File: src/rtl/shiftsub_div.sv
// rtl/shiftsub_div.sv - sequential unsigned restoring (shift-subtract) divider
//
// Purpose:
//   Divides an n-bit unsigned dividend by an n-bit unsigned divisor and
//   produces one quotient bit per clock. A request is taken on start while
//   idle or done. The quotient and remainder appear with a level stop flag,
//   which stays high until the next accepted request. A zero divisor
//   finishes on the accept edge. In that case the quotient is all ones, the
//   remainder is the dividend and div_by_zero is set.
//
// Ports:
//   clk          in   1  rising-edge clock
//   reset        in   1  asynchronous active-low reset
//   start        in   1  operation request, sampled on posedge clk
//   i_dividend   in   n  unsigned dividend, captured on accept
//   i_divisor    in   n  unsigned divisor, captured on accept
//   busy         out  1  iteration sequence running
//   stop         out  1  result valid (level)
//   o_Q          out  n  quotient
//   o_R          out  n  remainder
//   div_by_zero  out  1  captured divisor was zero (valid with stop)

module shiftsub_div #(
    parameter int n = 8
) (
    input  logic         clk,
    input  logic         reset,
    input  logic         start,
    input  logic [n-1:0] i_dividend,
    input  logic [n-1:0] i_divisor,
    output logic         busy,
    output logic         stop,
    output logic [n-1:0] o_Q,
    output logic [n-1:0] o_R,
    output logic         div_by_zero
);

    localparam int CW = $clog2(n + 1);

    typedef enum logic [1:0] {
        IDLE = 2'd0,
        RUN  = 2'd1,
        DONE = 2'd2
    } state_t;

    state_t          r_state;
    state_t          w_next_state;

    // Working registers: partial remainder, quotient/dividend shifter,
    // captured divisor and the remaining-iteration counter.
    logic [n:0]      r_rw;
    logic [n-1:0]    r_qw;
    logic [n-1:0]    r_dw;
    logic [CW-1:0]   r_cnt;

    logic [n-1:0]    r_q;
    logic [n-1:0]    r_r;
    logic            r_stop;
    logic            r_dz;

    logic            w_accept;
    logic            w_div_zero;
    logic            w_last;
    logic [n+1:0]    w_shifted;
    logic [n+1:0]    w_trial;
    logic            w_fits;
    logic [n:0]      w_rw_next;
    logic [n-1:0]    w_qw_next;

    // One restoring step. The partial remainder is shifted left and takes
    // the MSB of the dividend shifter. The subtraction is two bits wider
    // than the divisor, so its MSB is a clean borrow/sign bit.
    always_comb begin
        w_accept   = (r_state != RUN) && start;
        w_div_zero = (i_divisor == '0);
        w_last     = (r_cnt == CW'(1));
        w_shifted  = {r_rw, r_qw[n-1]};
        w_trial    = w_shifted - {2'b00, r_dw};
        w_fits     = ~w_trial[n+1];
        w_rw_next  = w_fits ? w_trial[n:0] : w_shifted[n:0];
        w_qw_next  = {r_qw[n-2:0], w_fits};
    end

    always_comb begin
        w_next_state = r_state;
        case (r_state)
            IDLE, DONE: begin
                if (w_accept) begin
                    w_next_state = w_div_zero ? DONE : RUN;
                end
            end
            RUN: begin
                if (w_last) begin
                    w_next_state = DONE;
                end
            end
            default: w_next_state = IDLE;
        endcase
    end

    always_ff @(posedge clk or negedge reset) begin
        if (!reset) begin
            r_state <= IDLE;
        end else begin
            r_state <= w_next_state;
        end
    end

    always_ff @(posedge clk or negedge reset) begin
        if (!reset) begin
            r_rw   <= '0;
            r_qw   <= '0;
            r_dw   <= '0;
            r_cnt  <= '0;
            r_q    <= '0;
            r_r    <= '0;
            r_stop <= 1'b0;
            r_dz   <= 1'b0;
        end else begin
            case (r_state)
                IDLE, DONE: begin
                    if (w_accept) begin
                        // o_Q/o_R keep the previous result until the new
                        // one is written. Only the flags drop now.
                        r_stop <= 1'b0;
                        r_dz   <= 1'b0;
                        if (w_div_zero) begin
                            r_q    <= '1;
                            r_r    <= i_dividend;
                            r_dz   <= 1'b1;
                            r_stop <= 1'b1;
                        end else begin
                            r_rw  <= '0;
                            r_qw  <= i_dividend;
                            r_dw  <= i_divisor;
                            r_cnt <= CW'(n);
                        end
                    end
                end
                RUN: begin
                    r_rw  <= w_rw_next;
                    r_qw  <= w_qw_next;
                    r_cnt <= r_cnt - CW'(1);
                    if (w_last) begin
                        r_q    <= w_qw_next;
                        r_r    <= w_rw_next[n-1:0];
                        r_stop <= 1'b1;
                    end
                end
                default: begin
                end
            endcase
        end
    end

    assign busy        = (r_state == RUN);
    assign stop        = r_stop;
    assign o_Q         = r_q;
    assign o_R         = r_r;
    assign div_by_zero = r_dz;

endmodule

File: config.mk
export PLATFORM = sky130hd
export DESIGN_NAME = shiftsub_div
export DESIGN_NICKNAME = d
export VERILOG_FILES = /design/src/rtl/shiftsub_div.sv
export SDC_FILE = /design/constraint.sdc
export NUM_CORES = 1
export LEC_CHECK = 0
export ABC_AREA = 1
export BUFFER_PORTS_ARGS = -buffer_cell sky130_fd_sc_hd__buf_2
export CORE_MARGIN = 1.5
export CORE_UTILIZATION = 57
export DETAILED_ROUTE_END_ITERATION = 16
export GPL_ROUTABILITY_DRIVEN = 0
export PLACE_DENSITY = 0.88
export SLEW_MARGIN = 20
export SYNTH_ARGS = -nofsm -noshare
export SYNTH_HDL_FRONTEND = slang
export SYNTH_SLANG_ARGS = --single-unit
File: constraint.sdc
create_clock -name clk -period 2.42 [get_ports clk]
set_input_delay 0.484 -clock clk [delete_from_list [all_inputs] [get_ports clk]]
set_output_delay 0.484 -clock clk [all_outputs]
set_load 0.05 [all_outputs]
======== After elaboration in Yosys (flattened, before gate mapping) ========
Cells that the tools add are included.
cells by class
  add/sub/neg operators ................... 2
  shift operators ......................... 0
  equality and inequality tests ........... 8
  bitwise logic cells ..................... 2
  reduce and logical (&&, ||, !) cells .... 11
  mux-type cells .......................... 26
  order comparisons ....................... 0
  divide/modulo/power cells ............... 0
  multipliers ............................. 0
operators by type and width
  cell                                                                     count
  8-bit two-way mux                                                        8
  8-bit one-hot mux with 2 select lines                                    3
  9-bit two-way mux                                                        3
  9-bit one-hot mux with 2 select lines                                    1
  10-bit by 8-bit subtractor with 10-bit output                            1
  3-bit AND reduction                                                      3
  8-bit logical NOT                                                        1
  4-bit two-way mux                                                        2
  4-bit one-hot mux with 2 select lines                                    1
  2-bit two-way mux                                                        3
  2-bit inequality test, second input constant                             3
  4-bit by 1-bit == test with 1-bit output, second input constant          1
  2-bit by 1-bit inequality test with 1-bit output, second input constant  2
  2-bit one-hot mux with 2 select lines                                    1
  2-bit AND reduction                                                      2
  4-bit AND reduction                                                      1
  4-bit by 1-bit subtractor with 4-bit output, second input constant       1
  1-bit two-way mux                                                        3
  2-bit by 1-bit == test with 1-bit output, second input constant          1
  2-bit == test, second input constant                                     1
  2-bit logical NOT                                                        1
  1-bit inverter                                                           2
  1-bit one-hot mux with 2 select lines                                    1
  2-bit nonzero test                                                       1
  2 further kinds                                                          2
storage, ports and cells
  output and inout port bits .............. 19
  ROM bits ................................ 0
  memories ................................ 0
  bits in registers ....................... 49
  logic and storage cells ................. 58
  bits of input ports ..................... 19
  bits in writable memories ............... 0
  latch bits .............................. 0

======== Logic depth before layout (Yosys ltp) ========
  depth in word-level cells ............... 4
  depth in mapped cells ................... 14
  depth with buffers taken out ............ 14

======== Least setup slack after synthesis ========
Ideal clock, no wire load.
  kind .................................... flip-flop to output port
  from .................................... reg r_state[1]
  to ...................................... out busy
  data required time ...................... 1.936 ns
  cell stages (with the launch flop) ...... 3
  data arrival time ....................... 1.273 ns
  path slack .............................. 0.663 ns
  path buffers ............................ 1
  cells stage by stage .................... dfrtp_1 > nor2_8 > clkbuf_1
between the ends
  longest elaborated chain between the ends .. 1
ends and longest elaborated chain
  element                                   RTL line  text
  start: declaration                        46        state_t r_state;
  start signal: assignment                  105       r_state <= w_next_state;
  2-bit by 1-bit == test with 1-bit output  156       assign busy = (r_state == RUN);
  end: declaration                          31        output logic busy,
No other way between the ends.

======== Worst setup path after layout ========
  from .................................... reg r_state[1]
  to ...................................... reg r_r[0] (netlist: o_R[0])
between the ends
  longest elaborated chain between the ends .. 4
  elaborated cells on any way between the ends .. 12
  those cells by class .................... eq/ne (6); mux (1); reduce/logical (5)
ends and longest elaborated chain
  element                                                                       RTL line  text
  2-bit == test, or another cell as far along                                   120       case (r_state)
  2-bit OR reduction / 1-bit logical AND (equally long branches)                120, 74
  2-bit inequality test (no line) / 2-bit nonzero test (equally long branches)  -
  4-bit AND reduction (no line)                                                 -
  end signal: assignment                                                        129       r_r <= i_dividend;
  end signal: assignment                                                        146       r_r <= w_rw_next[n-1:0];
  end: declaration                                                              57        logic [n-1:0] r_r;
Parallel ways exist; a longest one is shown, timed or not.
A chain may end at the register's enable or synchronous reset.

==> results <==
- The final clock period utilization by the worst path is 84.5%.
- Together, buffers and inverters on the worst path number 3.
- The layout cell share with drive strength beyond 1 is 17.7%.
- Of all nets on the critical path, the largest fanout is 27.
- The maximum clock frequency is 489 MHz.
- The largest net degree at the start of global routing is 28.
- The total vias in the final route is 2349.
- The sequential fraction of the synthesis area is 46.0%.
- Counting stages on the worst path, the most repeated cell is o21ai_4.
- The synthesized area per cell is 8.15 um^2.
- After clock tree synthesis, the clock-pin slew on the worst setup and hold paths is 0.09 ns.
- Summed over all nets, wire length on met2 after detailed routing comes to 2750 um.
- Summed over all nets, wire length on met3 after detailed routing comes to 532 um.
- The most used flip-flop cell after synthesis is dfrtp_1.
- The antenna diode count is 0.
- The required arrival time at the worst endpoint is 2.67 ns.
- After the flow finishes, the layout carries non-filler instances totaling 419.
- Data on the critical path arrives at its endpoint at 2.29 ns.
- On the final layout, the worst hold slack is 0.100 ns.
- The synthesized design contains 0 enable-type register cells.
- The number of nets in the final layout is 396.
- The critical path goes through nor2_8 > inv_4 > o21ai_4 > o21ai_4 > inv_2 > or2_2 > nand2_1 > inv_1.
- After synthesis, the netlist uses 31 different library cells.
- The H-tree generated during clock tree synthesis spans 2 levels.
- The total setup violations reported at the end of the flow is 0.
- The aggregate negative setup slack is 0 ns.
- The number of antenna violations at the first check in global routing is 0.
- The initial standard-cell utilization of the core is 60.4%.
- The full die area is 5100 um^2.
- The routed metal-1 wirelength is 2630 um.
- The number of pins with negative max-slew slack in the final report came to 0.
- The total iterations of the first detailed-routing run is 5.
- The post-cts repair resize count is 0.
- In the global route stage, overall resource usage came out at 24.9%.
- After floorplanning, the core was divided into 24 placement rows.
- The overall die height is 71.4 um.
- The combined area of all synthesized cells is 2670 um^2.
- Input and output buffers added on the ports amount to 37.
- During synthesis, Yosys emitted a total of 0 warnings.
- Clock tree synthesis selected as its root buffer the cell clkbuf_8.
- The largest area contributor in the netlist is dfrtp_1.
- The total congestion overflow is 0.
- The I/O pin count is 38.
- Post-CTS timing repair inserted 0 buffers for setup.
- After technology mapping, the gate count stands at 327.
- In this run the worst hold path is classified as input pin to asynchronous set/reset pin.
- The library cell contributing the largest single delay on the critical path is dfrtp_1.
- The worst setup skew after layout is 0.00877 ns.
- The placed instance count is 411.
- Among all cell types in the netlist, the one instantiated most often is nand2_1.
- The clock reaches the later pin of the worst-skew pair after 0.30 ns.
- The worst path in the final design needs a cycle of 2.04 ns, including I/O delays and setup.
- Across the run, the number of max-cap violations was 0.
- In the synthesized netlist, the cells that appear most often are nand2_1, dfrtp_1, nand3_1.
- Setup repair after global routing left no endpoint under its margin.
- The uppermost metal layer occupied by signal nets is met4.
- The detailed-route DRC error count is 0.
- The synthesized design devotes to its leading area cell type 46.0% of total area.
- TritonCTS built the clock tree.
- The worst setup path is captured at a flip-flop.
- The flow ran to the end, and the final reports show no timing, DRC or antenna violations.
- The type of origin of the critical path is a flip-flop.
- The number of flip-flops and latches in the synthesized netlist is 49.
- The placed wire-length estimate is 4420 um.
- The floorplan step set the die width to 71.4 um.
- The number of nets still failing antenna checks after routing is 0.
- The number of global-route vias before repair is 2113.
- For this block, the routed nets add up to 6010 um of wire.
- The transition at the pin with the smallest max-transition slack is 0.480 ns.
- When the netlist entered floorplanning its net count stood at 357.
- For this design, the CTS-stage hold fixing added 0 buffers.
- The kind of critical path is flip-flop to flip-flop.
- The critical path's top delay family is simple AND/OR/NAND/NOR gates.
- The number of clock buffers added by TritonCTS is 5.
- The fraction of registers with async set or reset after synthesis is 100%.
- The hold violation total from the final report came to 0.
- The peak per-stage delay on the critical path is 0.45 ns.
- From synthesis to final layout, the design area changed by 12.0%.
- Using the TritonRoute via totals, the vias-per-cell ratio works out to 5.61.
- The maximum root-to-sink buffer count is 2.
- The global-route wire length before repair is 9930 um.
- The worst slew slack as a fraction of its limit is 67.9%.
- Clock tree synthesis found a total of 49 sinks.
- In the final routed layout, each cell accounts on average for 14.3 um.
- The first routing iteration left 179 violations.
- After floorplanning, the core was sized to cover 4410 um^2.
- Sorting the synthesized cells by area gives the leading types as dfrtp_1, nand2_1, nand3_1, inv_1, ha_1.
[path summary, 6_finish.rpt]
check,slack (ns),endpoint,from,cells after the start
min reg2reg,0.51,r_cnt[3],r_cnt[3],2
max reg2reg,0.38,o_R[0],r_state[1],8
max in group asynchronous,1.69,o_R[2],reset,2
max,0.38,o_R[0],r_state[1],8
min,0.10,r_dw[6],reset,1
min in group clk,0.39,r_state[1],start,2
[sequential cells by signal, summed over array words and instances, names as in the netlist]
register / flops
r_cnt: 4
r_rw: 9
r_dw: 8
r_state: 2
div_by_zero: 1
o_R: 8
stop: 1
o_Q: 8
r_qw: 8
[metrics by stage]
| step | util (%) | setup WS [ns] | area [um^2] |
|---|---|---|---|
| floorplan | - | 0.663 | 2670 |
| global route | 67.7 | 0.205 | 2990 |
| CTS | 67.7 | 0.415 | 2990 |
| global placement | 65.7 | 0.503 | 2900 |
| detailed placement | 65.7 | 0.444 | 2900 |
| finish | 67.7 | 0.376 | 2990 |
[per-layer routing]
layer	up-vias	global-route usage, %
li1	1145	-
met1	1082	35.8
met2	109	38.7
met3	13	4.50
met4	0	7.55
met5	-	0
[logic make-up (layout without fill, tap and decap cells)]
kind of cell	Yosys count	count (layout)	share of synthesized area, %
adder cells (fa/ha/maj)	11	11	5.44
AO/OA/AOI/OAI	46	46	10.8
flip-flops	49	49	46.0
XOR/XNOR	4	4	1.31
AND/OR/NAND/NOR	163	163	28.4
buffers and inverters	54	94	8.02
[cells in the final DEF (no fill, tap or decap), types with 3 or more instances in the layout]
cell      synthesis  layout
o21ai_0          13      13
ha_1             10      10
dfrtp_1          49      49
nand3_1          49      49
clkbuf_8          0       5
or2_2             7       7
nand2_1          70      70
a21oi_1          19      19
buf_2             1      37
buf_4             0       3
o221ai_1          7       7
xor2_1            3       3
nand4_1           5       5
inv_1            43      43
nor2_1           23      23
[worst reg2reg max path, stage by stage (launching register included)]
cell	delay [ns]
dfrtp_1	0.45
nor2_8	0.39
inv_4	0.21
o21ai_4	0.26
o21ai_4	0.15
inv_2	0.26
or2_2	0.16
nand2_1	0.05
inv_1	0.05
[area by class of cell]
cell class | count | area (um^2)
Clock buffer | 6 | 72.6
Clock inverter | 2 | 13.8
Fill cell | 351 | 1430
Inverter | 46 | 175
Multi-Input combinational cell | 224 | 1230
Sequential cell | 49 | 1230
Tap cell | 52 | 65.1
Timing Repair Buffer | 40 | 208
Power is not shown: default switching activity piles up to over one toggle a cycle in this logic, so the estimate is an artifact.
